--- config.mk ---
export PLATFORM = sky130hd
export DESIGN_NAME = breadboard_sweep_ctrl_flat
export DESIGN_NICKNAME = d
export VERILOG_FILES = /design/src/rtl/breadboard_sweep_ctrl_if.sv /design/src/rtl/breadboard_sweep_ctrl.sv /design/src/flat_wrapper.sv
export SDC_FILE = /design/constraint.sdc
export NUM_CORES = 1
export LEC_CHECK = 0
export CAP_MARGIN = 20
export CORE_UTILIZATION = 51
export DETAILED_ROUTE_END_ITERATION = 10
export PLACE_DENSITY = 0.89
export SLEW_MARGIN = 20
export SYNTH_ARGS = -nofsm -noshare
export SYNTH_HDL_FRONTEND = slang
export SYNTH_SLANG_ARGS = --single-unit
--- constraint.sdc ---
create_clock -name clk -period 3.4 [get_ports clk]
set_input_delay 0.51 -clock clk [delete_from_list [all_inputs] [get_ports clk]]
set_output_delay 0.51 -clock clk [all_outputs]
set_load 0.02 [all_outputs]
--- src/rtl/breadboard_sweep_ctrl_if.sv ---
// Result stream from the sweep sequencer: one captured Breadboard result per
// transfer. A transfer happens on a rising edge where out_valid & out_ready.
// Once raised, out_valid stays high and out_idx/out_data stay stable until
// that transfer.
interface breadboard_sweep_ctrl_if;
  logic       out_valid;
  logic       out_ready;
  logic [3:0] out_idx;
  logic [9:0] out_data;

  modport master (output out_valid, output out_idx, output out_data, input out_ready);
  modport slave  (input out_valid, input out_idx, input out_data, output out_ready);
endinterface

--- src/rtl/breadboard_sweep_ctrl.sv ---
// Hardware sequencer for the 4-input Breadboard block: drives each vector,
// waits SETTLE cycles, captures r, streams it out and folds it into a signature.
module breadboard_sweep_ctrl #(
  parameter int SETTLE = 1
) (
  input  logic                           clk,
  input  logic                           rst,
  input  logic                           start,
  input  logic                           single,
  input  logic [3:0]                     vec_in,
  output logic                           w,
  output logic                           x,
  output logic                           y,
  output logic                           z,
  input  logic [9:0]                     r,
  breadboard_sweep_ctrl_if.master        bus,
  output logic                           busy,
  output logic                           done,
  output logic [9:0]                     sig,
  output logic [1:0]                     state_dbg
);

  typedef enum logic [1:0] {
    S_IDLE  = 2'd0,
    S_DRIVE = 2'd1,
    S_EMIT  = 2'd2,
    S_DONE  = 2'd3
  } state_t;

  localparam logic [7:0] CNT_LAST = 8'(SETTLE - 1);

  state_t     state;
  state_t     state_nxt;
  logic [3:0] idx;
  logic       single_q;
  logic [7:0] cnt;
  logic [3:0] idx_q;
  logic [9:0] data_q;
  logic       settle_last;
  logic       xfer;
  logic       last_vec;

  assign settle_last = (cnt == CNT_LAST);
  assign xfer        = (state == S_EMIT) && bus.out_ready;
  assign last_vec    = single_q || (idx == 4'hF);

  always_ff @(posedge clk) begin
    if (rst) state <= S_IDLE;
    else     state <= state_nxt;
  end

  always_comb begin
    state_nxt     = state;
    bus.out_valid = 1'b0;
    busy          = 1'b1;
    done          = 1'b0;
    {w, x, y, z}  = idx;
    case (state)
      S_IDLE: begin
        busy         = 1'b0;
        {w, x, y, z} = 4'h0;
        if (start) state_nxt = S_DRIVE;
      end
      S_DRIVE: begin
        if (settle_last) state_nxt = S_EMIT;
      end
      S_EMIT: begin
        bus.out_valid = 1'b1;
        if (xfer) state_nxt = last_vec ? S_DONE : S_DRIVE;
      end
      S_DONE: begin
        done      = 1'b1;
        state_nxt = S_IDLE;
      end
      default: state_nxt = S_IDLE;
    endcase
  end

  // Datapath: idx, settle counter, capture registers and signature.
  always_ff @(posedge clk) begin
    if (rst) begin
      idx      <= 4'h0;
      single_q <= 1'b0;
      cnt      <= 8'd0;
      idx_q    <= 4'h0;
      data_q   <= 10'h000;
      sig      <= 10'h000;
    end else begin
      case (state)
        S_IDLE: begin
          if (start) begin
            single_q <= single;
            idx      <= single ? vec_in : 4'h0;
            cnt      <= 8'd0;
            sig      <= 10'h000;
          end
        end
        S_DRIVE: begin
          if (settle_last) begin
            data_q <= r;
            idx_q  <= idx;
            cnt    <= 8'd0;
          end else begin
            cnt <= cnt + 8'd1;
          end
        end
        S_EMIT: begin
          if (xfer) begin
            sig <= {sig[8:0], sig[9]} ^ data_q;
            // Sweep stops at 15 rather than wrapping back to 0.
            if (!last_vec) idx <= idx + 4'd1;
          end
        end
        default: ;
      endcase
    end
  end

  assign bus.out_idx  = idx_q;
  assign bus.out_data = data_q;
  assign state_dbg    = state;

endmodule

--- src/flat_wrapper.sv ---
// flat-port wrapper written by rule: the top's interface ports become plain ports
module breadboard_sweep_ctrl_flat 
#(
  parameter int SETTLE = 1
)
  (clk, rst, start, single, vec_in, w, x, y, z, r, busy, done, sig, state_dbg, bus_out_valid, bus_out_idx, bus_out_data, bus_out_ready);
  breadboard_sweep_ctrl_if bus_i ();
  input  logic clk;
  input  logic rst;
  input  logic start;
  input  logic single;
  input  logic [3:0] vec_in;
  output logic w;
  output logic x;
  output logic y;
  output logic z;
  input  logic [9:0] r;
  output logic busy;
  output logic done;
  output logic [9:0] sig;
  output logic [1:0] state_dbg;
  output wire logic [$bits(bus_i.out_valid)-1:0] bus_out_valid;
  output wire logic [$bits(bus_i.out_idx)-1:0] bus_out_idx;
  output wire logic [$bits(bus_i.out_data)-1:0] bus_out_data;
  input wire logic [$bits(bus_i.out_ready)-1:0] bus_out_ready;
  assign bus_out_valid = bus_i.out_valid;
  assign bus_out_idx = bus_i.out_idx;
  assign bus_out_data = bus_i.out_data;
  assign bus_i.out_ready = bus_out_ready;
  breadboard_sweep_ctrl #(.SETTLE(SETTLE)) u_core (.clk(clk), .rst(rst), .start(start), .single(single), .vec_in(vec_in), .w(w), .x(x), .y(y), .z(z), .r(r), .bus(bus_i), .busy(busy), .done(done), .sig(sig), .state_dbg(state_dbg));
endmodule
==> out/qor.log, run 1 <==
qor: place.port-buffer-count 51
qor: timing.timing.final.crit_share 0.7561
qor: cts.post_cts.repair.setup_buffers 0
qor: cts.ctsResizeCount 0
qor: critical_path.startpoint_type register
qor: timing.hold_viol_final 0
qor: yosys.synthesis.area 1884 µm²
qor: yosys.number_of_synthesized_flops_with_an_enable_pin 0
qor: pwr.power_leakage 0.9896 nW
qor: yosys.synth_cell_types 38
qor: yosys.yosys_register_bits 39
qor: critical_path.critPathRequiredTime 2.89 ns
qor: route.drt_pass1_iterations 4
qor: floorplan.dieWidth 62.79 µm
qor: status.outcome finished clean
qor: timing.rsz0062_at_grt false
qor: min_path.hold_path_class reg -> reg
qor: yosys.ys_async_sr_fraction 0
qor: critical_path.timing.critical_path.max_delay_family buffers and inverters
qor: timing.clock_skews 0.003036 ns
qor: yosys.synthCells 210
qor: critical_path.critical_path.max_stage_delay 0.62 ns
qor: timing.final_max_slew_violation_count 0
qor: cells_and_area.finalNetCount 282
qor: route.wl_per_cell 13.57 µm
qor: floorplan.dieHeight 62.79 µm
qor: cts.cts.clk_slew.worst_paths 0.07 ns
qor: route.total_vias_in_the_final_route 1646
qor: cells_and_area.num_antenna_cells 0
qor: yosys.synth_seq_area_share 0.4143
qor: critical_path.slowest_cell_on_the_critical_path sky130_fd_sc_hd__clkdlybuf4s50_1
qor: yosys.yosys_most_used_dff sky130_fd_sc_hd__dfxtp_1
qor: yosys.synth_top_area_frac 0.4143
qor: yosys.syn_area_per_cell 8.973 µm²
qor: critical_path.cp.arrival 2.06 ns
qor: yosys.ys_top_cells_by_area sky130_fd_sc_hd__dfxtp_1 41%, sky130_fd_sc_hd__mux2i_1 14%, sky130_fd_sc_hd__nor2_1 9.4%
qor: grt.grt_pass1_vias 1522
qor: cts.skew_pair_late_insertion_delay 0.28 ns
qor: cts.cts_tree built
qor: pwr.vdd_drop_max 310.2 µV
qor: cells_and_area.fillers 271
qor: route.post_drt_via_cell_ratio 5.362
qor: floorplan.core.rowCount 21
qor: grt.globalRouteTotalUtil 0.2270
qor: yosys.yosys-top-cells-count 47 x sky130_fd_sc_hd__nor2_1, 39 x sky130_fd_sc_hd__dfxtp_1, 26 x sky130_fd_sc_hd__mux2i_1, 10 x sky130_fd_sc_hd__nand2_1, 10 x sky130_fd_sc_hd__xnor2_1
qor: yosys.synthesis.yosys.warnings 0
qor: timing.report.final.setup_viol 0
qor: cts.cts-buffers-inserted 5
qor: grt.globalRouteOverflowTotal 0
qor: critical_path.critical_path.endpoint_type output port
qor: grt.grt_start_max_net_pins 32
qor: pwr.power.density 381.5 nW/µm²
qor: yosys.synth.largest_area_cell sky130_fd_sc_hd__dfxtp_1
qor: timing.fin_setup_tns 0 ns
qor: critical_path.worstPathMaxFanout 17
qor: route.drc 0
qor: grt.grt_antenna_before_repair 0
qor: floorplan.die_area 3942 µm²
qor: timing.timing.final.crit_period 2.571 ns
qor: critical_path.worstPathCellList nand2b_1, inv_1, clkdlybuf4s50_1
qor: cts.clk_buf_depth 2
qor: cts.holdBufCountCts 0
qor: floorplan.core 3442 µm²
qor: timing.worst_slew_margin_rel 0.5995
qor: cts.buffer_type_at_the_clock_tree_root sky130_fd_sc_hd__clkbuf_8
qor: timing.maxClockFrequency 389.0 MHz
qor: cells_and_area.drive_above_1_share 0.05747
qor: yosys.yosys.cell_count.top_type sky130_fd_sc_hd__nor2_1
qor: critical_path.setup.worst_path.class reg -> out
qor: route.detailed_router_s_first_iteration_violation_count 132
qor: place.gp_routability_congestion 0.9121
qor: floorplan.num_io_pins 52
qor: cells_and_area.synthToLayoutAreaGrowth 33.07%
qor: route.ant_nets 0
qor: timing.tightest_slew 0.6008 ns
qor: critical_path.crit_buf_inv 2
qor: pwr.total_power 956.6 µW
qor: cts.tritoncts_num_sinks 39
qor: run.maxCapViolCount 0
qor: place.place.detailed.hpwl 2.953 mm
qor: grt.grt_pass1_wl 7.127 mm
qor: floorplan.floorplan.initialDensity 0.5474
qor: yosys.synthesis.nets 232
qor: route.wirelength 4.167 mm
qor: cts.clock_tree.htree_level_count 2
==> logic make-up (layout without fill, tap and decap cells) <==
family | Yosys count | count (layout) | share of synthesized area
AOI/OAI and AO/OA | 24 | 24 | 0.09429
adders and majority gates | 3 | 3 | 0.01992
muxes | 26 | 26 | 0.1381
and+or+nand+nor | 93 | 93 | 0.2530
buffers and inverters | 15 | 66 | 0.03386
DFF | 39 | 39 | 0.4143
xor gates and xnor gates | 10 | 10 | 0.04648
==> state kept, by name, indices dropped and copies added, names as in the netlist <==
register	flops
u_core.bus.out_data	10
u_core.cnt	8
u_core.idx	4
u_core.bus.out_idx	4
u_core.state_dbg	2
u_core.sig	10
u_core.single_q	1
==> path summary, 6_finish.rpt <==
check,startpoint,to,slack [ns],cells after the start
worst min-delay path,u_core.bus.out_idx[0]$_SDFFE_PP0P_,u_core.bus.out_idx[0]$_SDFFE_PP0P_,0.50,2
worst max-delay path,u_core.state_dbg[1]$_SDFFE_PP0P_,bus_out_valid,0.83,3
worst max register to register,u_core.cnt[0]$_SDFFE_PP0P_,u_core.cnt[6]$_SDFFE_PP0P_,1.68,6
worst min register to register,u_core.bus.out_idx[0]$_SDFFE_PP0P_,u_core.bus.out_idx[0]$_SDFFE_PP0P_,0.50,2
==> through the flow <==
step,instances,utilization,cell area (µm²),setup WS [ns],hold slack (ns)
global route,307,0.7285,2507,0.6708,0.5577
floorplan,210,-,1884,1.762,0.4734
finish,307,0.7285,2507,0.8294,0.5011
global placement,299,0.7037,2422,1.148,0.4784
detailed placement,299,0.7037,2422,1.140,0.4842
CTS,307,0.7285,2507,0.8040,0.5024
==> per-layer routing <==
| layer | track usage | vias to the layer above | share of wire |
|---|---|---|---|
| met1 | 0.2942 | 770 | 0.46 |
| met3 | 0.03832 | 2 | 0.044 |
| met4 | 0.06977 | 0 | 0.0058 |
| met5 | 0 | - | 0 |
| met2 | 0.3832 | 46 | 0.49 |
| li1 | - | 828 | - |
==> final cells by class <==
cell class	instances	area, µm²	share of cell area
multi-input combinational	156	1040	0.4147
sequential	39	780.7	0.3114
timing repair buffer	53	525.5	0.2096
clock buffer	6	72.57	0.02894
tap	46	57.56	0.02295
inverter	5	18.77	0.007485
clock inverter	2	12.51	0.004990
==> power by group <==
group	switching, mW	internal (mW)
logic	0.0835	0.0821
clock network	0.158	0.143
registers	0.0177	0.472
==> cells in the final DEF (no fill, tap or decap), drive strengths merged, types with 3 or more instances in the layout <==
cell type	instances
clkdlybuf4s50	51
nor2b	6
xnor2	10
ha	3
inv	5
a21oi	6
o21ai	5
nor2	47
mux2i	26
clkbuf	6
nand2	10
nor3b	3
and3	3
nor4b	3
nor3	3
nand3	9
dfxtp	39
==> worst register-to-register path, delay by kind of cell, from the launching register on <==
family	cells	cell delay [ns]
AOI/OAI and AO/OA	2	0.47
buffers and inverters	1	0.07
DFF	1	0.35
and+or+nand+nor	2	0.59
adders and majority gates	1	0.14
Note: power is estimated with default switching activity, not from simulation.
==> inputs of run 2 (changes only) <==
--- a/config.mk
+++ b/config.mk
@@ -6,9 +6,9 @@
 export NUM_CORES = 1
 export LEC_CHECK = 0
 export CAP_MARGIN = 20
-export CORE_UTILIZATION = 51
+export CORE_UTILIZATION = 47
 export DETAILED_ROUTE_END_ITERATION = 10
-export PLACE_DENSITY = 0.89
+export PLACE_DENSITY = 0.83
 export SLEW_MARGIN = 20
 export SYNTH_ARGS = -nofsm -noshare
 export SYNTH_HDL_FRONTEND = slang
==> constraint.sdc (replaced) <==
create_clock -name clk -period 2.53 [get_ports clk]
set_input_delay 0.3795 -clock clk [delete_from_list [all_inputs] [get_ports clk]]
set_output_delay 0.3795 -clock clk [all_outputs]
set_load 0.02 [all_outputs]
==> run 2 against run 1 <==
Critical path depth did not move. Combinational power rose by 36%. Sequential power rose by 35%. Register-to-register slack got worse by 0.88 ns. Final cell count rose by 1.3%. Power rose by 34%. Clock skew fell by 0.00084 ns. Critical endpoint is now x. Flip-flop and latch count did not move.
==> out/qor.log, run 2 (synthesis gave the netlist of run 1 again) <==
qor: status.outcome finished clean
qor: pwr.combPwrFrac 0.176
qor: floorplan.core 3744 µm²
qor: cts.holdBufCountCts 0
qor: cells_and_area.sequential_cell_area 780.7 µm²
qor: cells_and_area.mostFrequentLayoutCells 51 x sky130_fd_sc_hd__clkdlybuf4s50_1, 47 x sky130_fd_sc_hd__nor2_1, 39 x sky130_fd_sc_hd__dfxtp_1
qor: cts.clock_tree.htree_level_count 2
qor: timing.hold_viol_final 0
qor: critical_path.cp.arrival 1.87 ns
qor: route.total_vias_in_the_final_route 1667
qor: pwr.power_leakage 0.9997 nW
qor: pwr.vdd_drop_max 420.0 µV
qor: min_path.hold_path_class reg -> reg
qor: route.detailed_router_s_first_iteration_violation_count 80
qor: grt.grt_pass1_vias 1571
qor: grt.globalRouteTotalUtil 0.2143
qor: route.wirelength 4.277 mm
qor: critical_path.crit_buf_inv 1
qor: floorplan.num_io_pins 52
qor: timing.clock_skews 0.002194 ns
qor: place.gp_routability_congestion 0.8142
qor: cells_and_area.finalNetCount 284
qor: grt.globalRouteOverflowTotal 0
qor: place.port-buffer-count 51
qor: cts.tritoncts_num_sinks 39
qor: pwr.power.switching 342.0 µW
qor: pwr.p_int 939.9 µW
qor: route.post_drt_via_cell_ratio 5.360
qor: cts.ctsResizeCount 0
qor: cts.cts-buffers-inserted 5
qor: cells_and_area.synthToLayoutAreaGrowth 33.80%
qor: critical_path.worstPathCellList nor2_1, nor2b_1, clkdlybuf4s50_1
qor: cells_and_area.num_antenna_cells 0
qor: timing.timing.final.crit_period 2.246 ns
qor: pwr.power.density 508.4 nW/µm²
qor: timing.timing.final.crit_share 0.8877
qor: place.place.detailed.hpwl 3.086 mm
qor: floorplan.die_area 4266 µm²
qor: floorplan.dieWidth 65.32 µm
qor: critical_path.critical_path.max_stage_delay 0.61 ns
qor: floorplan.core.rowCount 22
qor: critical_path.slowest_cell_on_the_critical_path sky130_fd_sc_hd__clkdlybuf4s50_1
qor: cells_and_area.utilization 0.6735
qor: grt.grt_pass1_wl 7.176 mm
qor: timing.fin_setup_tns 0 ns
qor: critical_path.timing.critical_path.max_delay_family buffers and inverters
qor: pwr.seq_power_share 0.515
qor: timing.report.final.setup_viol 0
qor: cells_and_area.drive_above_1_share 0.06084
qor: cells_and_area.fillers 323
qor: timing.maxClockFrequency 445.2 MHz
qor: cts.post_cts.repair.setup_buffers 0
qor: route.wl_per_cell 13.75 µm
qor: timing.tightest_slew 0.4949 ns
qor: cts.cts_tree built
qor: route.ant_nets 0
qor: critical_path.startpoint_type register
qor: cts.cts.clk_slew.worst_paths 0.07 ns
qor: route.drc 0
qor: pwr.clock_network_power_share 0.309
qor: critical_path.critPathRequiredTime 2.15 ns
qor: timing.final_max_slew_violation_count 0
qor: floorplan.dieHeight 65.32 µm
qor: grt.grt_start_max_net_pins 22
qor: timing.worst_slew_margin_rel 0.6689
qor: cells_and_area.multi_input_comb_area 1040 µm²
qor: timing.rsz0062_at_grt false
qor: cells_and_area.commonest_non_fill_non_tap_cell_in_the_layout sky130_fd_sc_hd__clkdlybuf4s50_1
qor: critical_path.worstPathMaxFanout 13
qor: grt.grt_antenna_before_repair 0
qor: cts.buffer_type_at_the_clock_tree_root sky130_fd_sc_hd__clkbuf_8
qor: floorplan.floorplan.initialDensity 0.5033
qor: route.drt_pass1_iterations 4
qor: critical_path.critical_path.endpoint_type output port
qor: run.maxCapViolCount 0
qor: pwr.switching_share 0.2668
qor: cts.clk_buf_depth 2
qor: cts.skew_pair_late_insertion_delay 0.28 ns
qor: critical_path.setup.worst_path.class reg -> out
==> run 2: changes by cell type in the layout (fill, tap and decap cells not counted) <==
cell	before	now
sky130_fd_sc_hd__buf_4	2	4
sky130_fd_sc_hd__clkbuf_1	1	2
sky130_fd_sc_hd__clkinvlp_4	1	0
==> run 2: layout make-up <==
type,instances,share of cell area
well taps,48,0.02382
repair buffers,55,0.2144
inverters,5,0.007444
clock inverters,1,0.001985
clock buffers,7,0.03027
flip-flops and latches,39,0.3097
multi-input cells,156,0.4124
==> run 2: worst reg2reg max path, stage by stage (launching register included) <==
cell and delay, ns:
sky130_fd_sc_hd__dfxtp_1 0.36, sky130_fd_sc_hd__inv_1 0.08, sky130_fd_sc_hd__ha_1 0.15, sky130_fd_sc_hd__nor4b_4 0.35, sky130_fd_sc_hd__a21oi_4 0.16, sky130_fd_sc_hd__and4_1 0.22, sky130_fd_sc_hd__a311o_1 0.31
==> run 2: metrics by stage <==
step / instance area, µm² / power (mW) / std cells / hold WS, ns / worst slack [ns]
floorplan: 1884 / 0.8032 / 210 / 0.4734 / 0.9474
global placement: 2440 / 0.8950 / 303 / 0.4865 / 0.6471
detailed placement: 2440 / 0.8993 / 303 / 0.4984 / 0.6091
CTS: 2521 / 1.289 / 311 / 0.5215 / 0.2870
global route: 2521 / 1.340 / 311 / 0.5531 / 0.1994
finish: 2521 / 1.282 / 311 / 0.5114 / 0.2841
==> run 2: routing by layer <==
metal / wire length [µm] / share of wire / track usage
met1: 1976 / 0.46 / 0.2802
met3: 198 / 0.046 / 0.05035
met5: 0 / 0 / 0
met2: 2027 / 0.47 / 0.3479
met4: 74 / 0.017 / 0.06522
==> run 2: path summary, 6_finish.rpt <==
check / slack [ns] / cells past startpoint / end / from
max: 0.28 / 3 / x / u_core.state_dbg[1]$_SDFFE_PP0P_
min: 0.51 / 2 / u_core.bus.out_idx[3]$_SDFFE_PP0P_ / u_core.bus.out_idx[3]$_SDFFE_PP0P_
max reg2reg: 0.80 / 6 / u_core.cnt[6]$_SDFFE_PP0P_ / u_core.cnt[0]$_SDFFE_PP0P_
min reg2reg: 0.51 / 2 / u_core.bus.out_idx[3]$_SDFFE_PP0P_ / u_core.bus.out_idx[3]$_SDFFE_PP0P_
==> run 2: power by group through the flow <==
stage	clock [mW]	sequential [mW]	combinational, mW
2_1_floorplan	0	0.682	0.121
3_3_place_gp	0	0.673	0.222
3_5_place_dp	0	0.674	0.226
4_1_cts	0.404	0.660	0.226
5_1_grt	0.434	0.663	0.242
6_report	0.396	0.660	0.225
==> inputs of run 3 (changes only) <==
--- a/config.mk
+++ b/config.mk
@@ -8,6 +8,7 @@
 export CAP_MARGIN = 20
 export CORE_UTILIZATION = 47
 export DETAILED_ROUTE_END_ITERATION = 10
+export MAX_ROUTING_LAYER = met4
 export PLACE_DENSITY = 0.83
 export SLEW_MARGIN = 20
 export SYNTH_ARGS = -nofsm -noshare
==> run 3 against run 2 <==
Non-clock buffer count unchanged. Register-to-register slack about the same. Clock skew down 0.00077 ns.
==> out/qor.log, run 3 (synthesis gave the netlist of run 1 again) <==
qor: pwr.vdd_drop_max 421.5 µV
qor: route.detailed_router_s_first_iteration_violation_count 73
qor: cts.holdBufCountCts 0
qor: timing.hold_viol_final 0
qor: critical_path.worstPathMaxFanout 13
qor: grt.grt_pass1_wl 7.162 mm
qor: place.placed_area 2440 µm²
qor: place.preCtsSetupSlack 0.6091 ns
qor: timing.clock_skews 0.001429 ns
qor: pwr.power.density 508.4 nW/µm²
qor: min_path.hold_path_class reg -> reg
qor: pwr.p_int 939.9 µW
qor: critical_path.critical_path.max_stage_delay 0.61 ns
qor: cts.tritoncts_num_sinks 39
qor: cells_and_area.drive_above_1_share 0.06084
qor: timing.maxClockFrequency 445.1 MHz
qor: critical_path.critical_path.endpoint_type output port
qor: cells_and_area.finalNetCount 284
qor: grt.globalRouteTotalUtil 0.2202
qor: timing.worst_slew_margin_rel 0.6684
qor: place.port-buffer-count 51
qor: timing.tightest_slew 0.4956 ns
qor: cts.ctsResizeCount 0
qor: place.place.detailed.hpwl 3.086 mm
qor: route.total_vias_in_the_final_route 1656
qor: route.post_drt_via_cell_ratio 5.325
qor: cts.cts-buffers-inserted 5
qor: cts.skew_pair_late_insertion_delay 0.28 ns
qor: critical_path.worstPathCellList nor2_1, nor2b_1, clkdlybuf4s50_1
qor: timing.fin_setup_tns 0 ns
qor: cells_and_area.postLayoutCellArea 2521 µm²
qor: cts.clock_tree.htree_level_count 2
qor: grt.grt_antenna_before_repair 0
qor: cts.buffer_type_at_the_clock_tree_root sky130_fd_sc_hd__clkbuf_8
qor: floorplan.dieWidth 65.32 µm
qor: cells_and_area.mostFrequentLayoutCells 51 x sky130_fd_sc_hd__clkdlybuf4s50_1, 47 x sky130_fd_sc_hd__nor2_1, 39 x sky130_fd_sc_hd__dfxtp_1
qor: pwr.power_leakage 0.9997 nW
qor: critical_path.cp.arrival 1.87 ns
qor: timing.finalWorstSetupSlack 0.2833 ns
qor: timing.rsz0062_at_grt false
qor: pwr.combPwrFrac 0.176
qor: floorplan.num_io_pins 52
qor: pwr.power.switching 341.9 µW
qor: floorplan.core.rowCount 22
qor: cts.cts.clk_slew.worst_paths 0.07 ns
qor: pwr.clock_network_power_share 0.309
qor: route.wirelength 4.284 mm
qor: critical_path.critPathRequiredTime 2.15 ns
qor: critical_path.setup.worst_path.class reg -> out
qor: timing.timing.final.crit_period 2.247 ns
qor: pwr.switching_share 0.2668
qor: grt.grt_pass1_vias 1574
qor: cells_and_area.fillers 323
qor: pwr.seq_power_share 0.515
qor: place.gp_routability_congestion 0.8263
qor: route.wl_per_cell 13.77 µm
qor: timing.timing.final.crit_share 0.8880
qor: floorplan.die_area 4266 µm²
qor: floorplan.dieHeight 65.32 µm
qor: grt.globalRouteOverflowTotal 0
qor: cells_and_area.num_antenna_cells 0
qor: place.placed_cells 303
qor: critical_path.slowest_cell_on_the_critical_path sky130_fd_sc_hd__clkdlybuf4s50_1
qor: route.drt_pass1_iterations 4
qor: floorplan.floorplan.initialDensity 0.5033
qor: cells_and_area.final-instance-count-excl-fill 311
qor: timing.final.hold.worst_slack 0.5115 ns
qor: run.maxCapViolCount 0
qor: cells_and_area.commonest_non_fill_non_tap_cell_in_the_layout sky130_fd_sc_hd__clkdlybuf4s50_1
qor: cts.cts_tree built
qor: cts.post_cts.repair.setup_buffers 0
qor: timing.final_max_slew_violation_count 0
qor: route.ant_nets 0
qor: route.drc 0
qor: cts.clk_buf_depth 2
qor: cells_and_area.synthToLayoutAreaGrowth 33.80%
qor: floorplan.core 3744 µm²
qor: grt.grt_start_max_net_pins 22
qor: critical_path.startpoint_type register
qor: timing.report.final.setup_viol 0
qor: status.outcome finished clean
[run 3: cell counts in the layout (fill, tap and decap cells not counted)]
No cell type changed its count.
[run 3: metal layers]
metal / share of wire / global-route usage / wire [µm]
met1: 0.46 / 0.2813 / 1989
met2: 0.47 / 0.3492 / 2027
met3: 0.045 / 0.04688 / 192
met4: 0.017 / 0.06522 / 74
met5: 0 / - / 0
[run 3: path summary, 6_finish.rpt]
check | startpoint | depth (start not counted) | slack (ns) | to
min | u_core.bus.out_idx[3]$_SDFFE_PP0P_ | 2 | 0.51 | u_core.bus.out_idx[3]$_SDFFE_PP0P_
max reg2reg | u_core.cnt[0]$_SDFFE_PP0P_ | 6 | 0.80 | u_core.cnt[6]$_SDFFE_PP0P_
min reg2reg | u_core.bus.out_idx[3]$_SDFFE_PP0P_ | 2 | 0.51 | u_core.bus.out_idx[3]$_SDFFE_PP0P_
max | u_core.state_dbg[1]$_SDFFE_PP0P_ | 3 | 0.28 | x
[run 3: metrics by stage]
step             util  power [mW]
6_report       0.6735       1.282
5_1_grt        0.6735       1.339
4_1_cts        0.6735       1.289
3_5_place_dp   0.6517      0.8993
3_3_place_gp   0.6517      0.8950
2_1_floorplan       -      0.8032
[run 3: layout make-up]
cell class | count | area (µm²) | area share
sequential | 39 | 780.7 | 0.3097
inverter | 5 | 18.77 | 0.007444
multi-input combinational | 156 | 1040 | 0.4124
tap | 48 | 60.06 | 0.02382
timing repair buffer | 55 | 540.5 | 0.2144
clock buffer | 7 | 76.32 | 0.03027
clock inverter | 1 | 5.005 | 0.001985
[run 3: critical path: cells and delay by family (launching register included)]
family / cells / cell delay, ns
and+or+nand+nor: 2 / 0.39
buffers and inverters: 1 / 0.61
DFF: 1 / 0.58
[run 3: power by group through the flow]
stage | sequential [mW] | clock, mW | combinational (mW)
floorplan | 0.682 | 0 | 0.121
global route | 0.663 | 0.434 | 0.242
CTS | 0.660 | 0.404 | 0.226
global placement | 0.673 | 0 | 0.222
finish | 0.660 | 0.396 | 0.225
detailed placement | 0.674 | 0 | 0.226
==> edit 1 (settings of run 2) <==
Reset style: asynchronous (`rst`), changed in 2 clocked blocks.
--- a/src/rtl/breadboard_sweep_ctrl.sv
+++ b/src/rtl/breadboard_sweep_ctrl.sv
@@ -45,5 +45,5 @@
   assign last_vec    = single_q || (idx == 4'hF);
 
-  always_ff @(posedge clk) begin
+  always_ff @(posedge clk or posedge rst) begin
     if (rst) state <= S_IDLE;
     else     state <= state_nxt;
@@ -78,5 +78,5 @@
 
   // Datapath: idx, settle counter, capture registers and signature.
-  always_ff @(posedge clk) begin
+  always_ff @(posedge clk or posedge rst) begin
     if (rst) begin
       idx      <= 4'h0;
Function: differs if rst is asserted again (counterexample within 4 cycles, from zero or initial values and one cycle with rst high); with rst held inactive, the same outputs for 10 cycles.
==> edit 1 against run 2 <==
- sequential cell count did not move
- core utilization down 1.7 points
- wire length is 1.5% lower
- register-to-register slack got worse by 0.26 ns
- final area grew 4.1%
- critical path depth stayed put
- synthesized area rose by 3.9%
- setup slack worse by 0.047 ns
Power is not compared: it rests on default switching activity, and its combinational part moved more than twofold at a synthesized area within 25%.
==> edit 1: results (changes against run 2) <==
Logic synthesis
Cell types with the highest counts after synthesis: sky130_fd_sc_hd__dfrtp_1 (39), sky130_fd_sc_hd__nand2_1 (23), sky130_fd_sc_hd__nand3_1 (15), sky130_fd_sc_hd__o21ai_0 (14) (was sky130_fd_sc_hd__nor2_1 (47), sky130_fd_sc_hd__dfxtp_1 (39), sky130_fd_sc_hd__mux2i_1 (26), sky130_fd_sc_hd__nand2_1 (10), sky130_fd_sc_hd__xnor2_1 (10)). The count of unique library cells instantiated by Yosys is 33 (was 38). The post-synthesis sequential area ratio is 0.498 (was 0.414).

The post-synth net total is 206 (was 232). The cell count after synthesis is 184 (was 210). Top area cells in the synthesized netlist: sky130_fd_sc_hd__dfrtp_1 (50%), sky130_fd_sc_hd__mux2_4 (6.1%), sky130_fd_sc_hd__mux2_2 (5.8%), sky130_fd_sc_hd__xor2_1 (4.5%), sky130_fd_sc_hd__nand2_1 (4.4%) (was sky130_fd_sc_hd__dfxtp_1 (41%), sky130_fd_sc_hd__mux2i_1 (14%), sky130_fd_sc_hd__nor2_1 (9.4%), sky130_fd_sc_hd__xnor2_1 (4.6%), sky130_fd_sc_hd__nand3_1 (2.1%)). The proportion of synthesized flip-flops having asynchronous set or reset is 1.00 (was 0). The most common cell in the netlist is sky130_fd_sc_hd__dfrtp_1 (was sky130_fd_sc_hd__nor2_1).

Global route
The largest net degree at the start of global routing is 40 (was 22). The overall track demand over capacity in global routing is 0.217 (was 0.214). The via count of the first global-routing pass is 1,530 (was 1,571). The wire length of the first global-routing pass came to 7030 um (was 7180 um).

Min path
The worst min-delay path category is in -> async (was reg -> reg).

Timing
The clock tree skew after final layout is 0.00648 ns (was 0.00219 ns). The worst relative slew slack is 0.535 (was 0.669).

Finish
The share of cells above drive strength 1 came to 0.133 (was 0.0608). The diode insertion count for antenna repair is 0 (unchanged). The net total in the final layout is 261 (was 284).

Route
The per-cell routed wire length was 14.5 um (was 13.8 um). The total number of vias is 1,558 (was 1,667). The first-iteration detailed-routing DRC count is 118 (was 80). The via-per-instance ratio is 5.37 (was 5.36).

Setup path
The worst path arrival time was 1.91 ns (was 1.87 ns). The cell at the slowest stage of the critical path was sky130_fd_sc_hd__clkdlybuf4s50_1 (unchanged). The highest net fanout along the worst path is 12 (was 13).

Placed design
The minimum setup slack after placement is 0.510 ns (was 0.609 ns). The HPWL after detailed placement is 2800 um (was 3090 um). The final weighted congestion in routability-driven placement came to 0.827 (was 0.814).

The number of cells after detailed placement is 282 (was 303). The instance area at placement came to 2520 um2 (was 2440 um2).

Clock network
The clock root buffer master is sky130_fd_sc_hd__clkbuf_8 (unchanged). The clock network latency to the later pin of the worst-skew pair is 0.30 ns (was 0.28 ns).

Outcome
Status: complete, no violations (unchanged).
[edit 1: per-layer routing]
layer	track usage	up-vias	wire length [um]
li1	-	747	-
met1	0.277	744	1870
met2	0.337	58	2020
met3	0.0514	9	224
met4	0.120	0	97
met5	0	-	0
[edit 1: final cells by class]
class                   count  area [um2]
flip-flops and latches     39         976
clock buffers               8         100
inverters                   6        22.5
well taps                  50        62.6
repair buffers             55         541
fillers                   340        1380
multi-input cells         132         923
[edit 1: logic make-up after synthesis]
group,synth area share
adders and majority gates,0.0192
and+or+nand+nor,0.169
DFF,0.498
xor gates and xnor gates,0.0447
buffers and inverters,0.0300
muxes,0.124
AOI/OAI and AO/OA,0.115
[edit 1: worst paths after layout]
path                                      from                endpoint  slack (ns)  cells past startpoint
hold / removal                             rst           u_core.sig[7]        0.49                      3
setup / recovery           u_core.state_dbg[1]           bus_out_valid        0.24                      3
max in group asynchronous                  rst  u_core.bus.out_data[0]        1.69                      3
setup reg to reg           u_core.state_dbg[1]           u_core.idx[0]        0.54                      6
hold reg to reg                u_core.single_q         u_core.single_q        0.51                      1
min in group clk               u_core.single_q         u_core.single_q        0.51                      1
[edit 1: power by group through the flow]
stage	Sequential, mW	Combinational (mW)	Clock [mW]
floorplan	1.36	0.979	0
global placement	1.17	1.89	0
detailed placement	1.18	1.92	0
CTS	1.18	1.94	0.475
global route	1.22	2.06	0.497
finish	1.18	1.92	0.466
[edit 1: worst min-delay path, stage by stage]
cell and delay [ns]:
sky130_fd_sc_hd__clkdlybuf4s50_1 0.39, sky130_fd_sc_hd__inv_1 0.05, sky130_fd_sc_hd__buf_4 0.41
==> edit 2 (settings of run 2) <==
Without the edit above. Register the output `state_dbg` once more, with the module's reset; this adds one clock of latency there. The other outputs are not delayed to match.
--- a/src/rtl/breadboard_sweep_ctrl.sv
+++ b/src/rtl/breadboard_sweep_ctrl.sv
@@ -119,5 +119,11 @@
   assign bus.out_idx  = idx_q;
   assign bus.out_data = data_q;
-  assign state_dbg    = state;
+  always_ff @(posedge clk) begin
+    if (rst) begin
+      state_dbg <= '0;
+    end else begin
+      state_dbg <= state;
+    end
+  end
 
 endmodule
Function: changed (Yosys sat finds a counterexample within 4 cycles, from zero or initial values and one cycle with rst high).
==> edit 2 against run 2 <==
- synthesized area rose by 4.2%
- clock power grew 8.3%
- wire length down 5.6%
- combinational power is 16% higher
- total power rose by 8.1%
- critical path depth is the same
- via count is 2.1% lower
- final area up 2.9%
- sequential share of layout area rose by 0.68 points
- count of clock-buffer cells in the layout fell by 1
- global-route usage down 1.7 points
- sequential cell count up 2
- setup slack better by 0.12 ns
- largest cell class unchanged
- largest power group unchanged
- highest routed layer unchanged
==> edit 2: results (changes against run 2) <==
Outcome
Status: complete, no violations (unchanged).

Timing
The worst relative slew slack came to 0.646 (was 0.669). The clock tree skew after final layout is 0.0125 ns (was 0.00219 ns). The highest attainable clock frequency was 0.471 GHz (was 0.445 GHz).

Placed design
The final weighted congestion in routability-driven placement is 0.812 (was 0.814). The HPWL after detailed placement is 2900 um (was 3090 um). The number of cells after detailed placement came to 312 (was 303). The instance area at placement came to 2500 um2 (was 2440 um2).

Setup path
The start point of the critical path was u_core.state[0] (was u_core.state_dbg[1]). The highest net fanout along the worst path is 10 (was 13). The worst path arrival time was 1.75 ns (was 1.87 ns).

The setup slack of the most critical reg-to-reg path is 0.74 ns (was 0.80 ns). The endpoint of the worst-slack reg-to-reg timing path is u_core.cnt[7] (was u_core.cnt[6]). The worst setup path endpoint is y (was x).

Logic synthesis
Top area cells in the synthesized netlist: sky130_fd_sc_hd__dfxtp_1 (42%), sky130_fd_sc_hd__mux2i_1 (12%), sky130_fd_sc_hd__nor2_1 (9.6%), sky130_fd_sc_hd__xnor2_1 (4.5%), sky130_fd_sc_hd__nand2_1 (2.5%) (was sky130_fd_sc_hd__dfxtp_1 (41%), sky130_fd_sc_hd__mux2i_1 (14%), sky130_fd_sc_hd__nor2_1 (9.4%), sky130_fd_sc_hd__xnor2_1 (4.6%), sky130_fd_sc_hd__nand3_1 (2.1%)). The post-synthesis share of cell area spent on xor and xnor gates was 0.0446 (was 0.0465). The post-synthesis sequential area ratio came to 0.418 (was 0.414).

The multiplexer share of the synthesized area is 0.122 (was 0.138). The count of unique library cells instantiated by Yosys was 44 (was 38). The fraction of the mapped netlist area in compound gates is 0.101 (was 0.0943). The post-synthesis share of cell area spent on full adders, half adders and majority gates was 0.0191 (was 0.0199).

Global route
The met1 global-route usage is 0.226 (was 0.280). The met3 layer usage reported by global route is 0.0565 (was 0.0503). The overall track demand over capacity in global routing is 0.197 (was 0.214). The routing usage on met2 is 0.343 (was 0.348). The wire length of the first global-routing pass is 6580 um (was 7180 um).

The via count of the first global-routing pass is 1,512 (was 1,571).

Min path
The start point of the worst hold path is u_core.bus.out_idx[0] (was u_core.bus.out_idx[3]). The end of the worst hold path is u_core.bus.out_idx[0] (was u_core.bus.out_idx[3]).

Route
The routed length on met1 is 1820 um (was 1980 um). The sum of routed wire length over all layers is 4040 um (was 4280 um). The total number of vias was 1,632 (was 1,667). The length of routed met3 wiring is 184 um (was 198 um).

The routed wire length on met2 is 2000 um (was 2030 um). The first-iteration detailed-routing DRC count is 98 (was 80).

Power and ir drop
The reported leakage power came to 1.02 nW (was 1.00 nW). The maximum ir drop on the vdd rail was 367 uV (was 420 uV).

Finish
The share of cells above drive strength 1 is 0.0669 (was 0.0608). The final-layout fill cell count came to 358 (was 323). The net total in the final layout is 291 (was 284).
==> edit 2: cell count changes after synthesis, sizes merged, moves of 3 or more <==
cell / change
a21oi: -3
buf: +4
clkbuf: -3
inv: +5
nand2: +3
nand3: -4
nor2: +3
nor2b: -3
==> edit 2: final cells by class <==
class / count / area [um2] / area share
tap: 50 / 62.6 / 0.0241
multi-input combinational: 156 / 1040 / 0.402
clock inverter: 1 / 7.51 / 0.00289
inverter: 10 / 37.5 / 0.0145
sequential: 41 / 821 / 0.316
clock buffer: 6 / 82.6 / 0.0318
timing repair buffer: 55 / 541 / 0.208
==> edit 2: power by group <==
part / internal, mW / switching [mW]
sequential: 0.670 / 0.0275
clock: 0.215 / 0.214
combinational: 0.130 / 0.129
==> edit 2: worst reg2reg max path: cells and delay by family (launching register included) <==
family	cells	cell delay, ns
AO/OA/AOI/OAI	2	0.60
AND/OR/NAND/NOR	2	0.48
flip-flops	1	0.40
adder cells (fa/ha/maj)	1	0.19
buffers and inverters	1	0.06
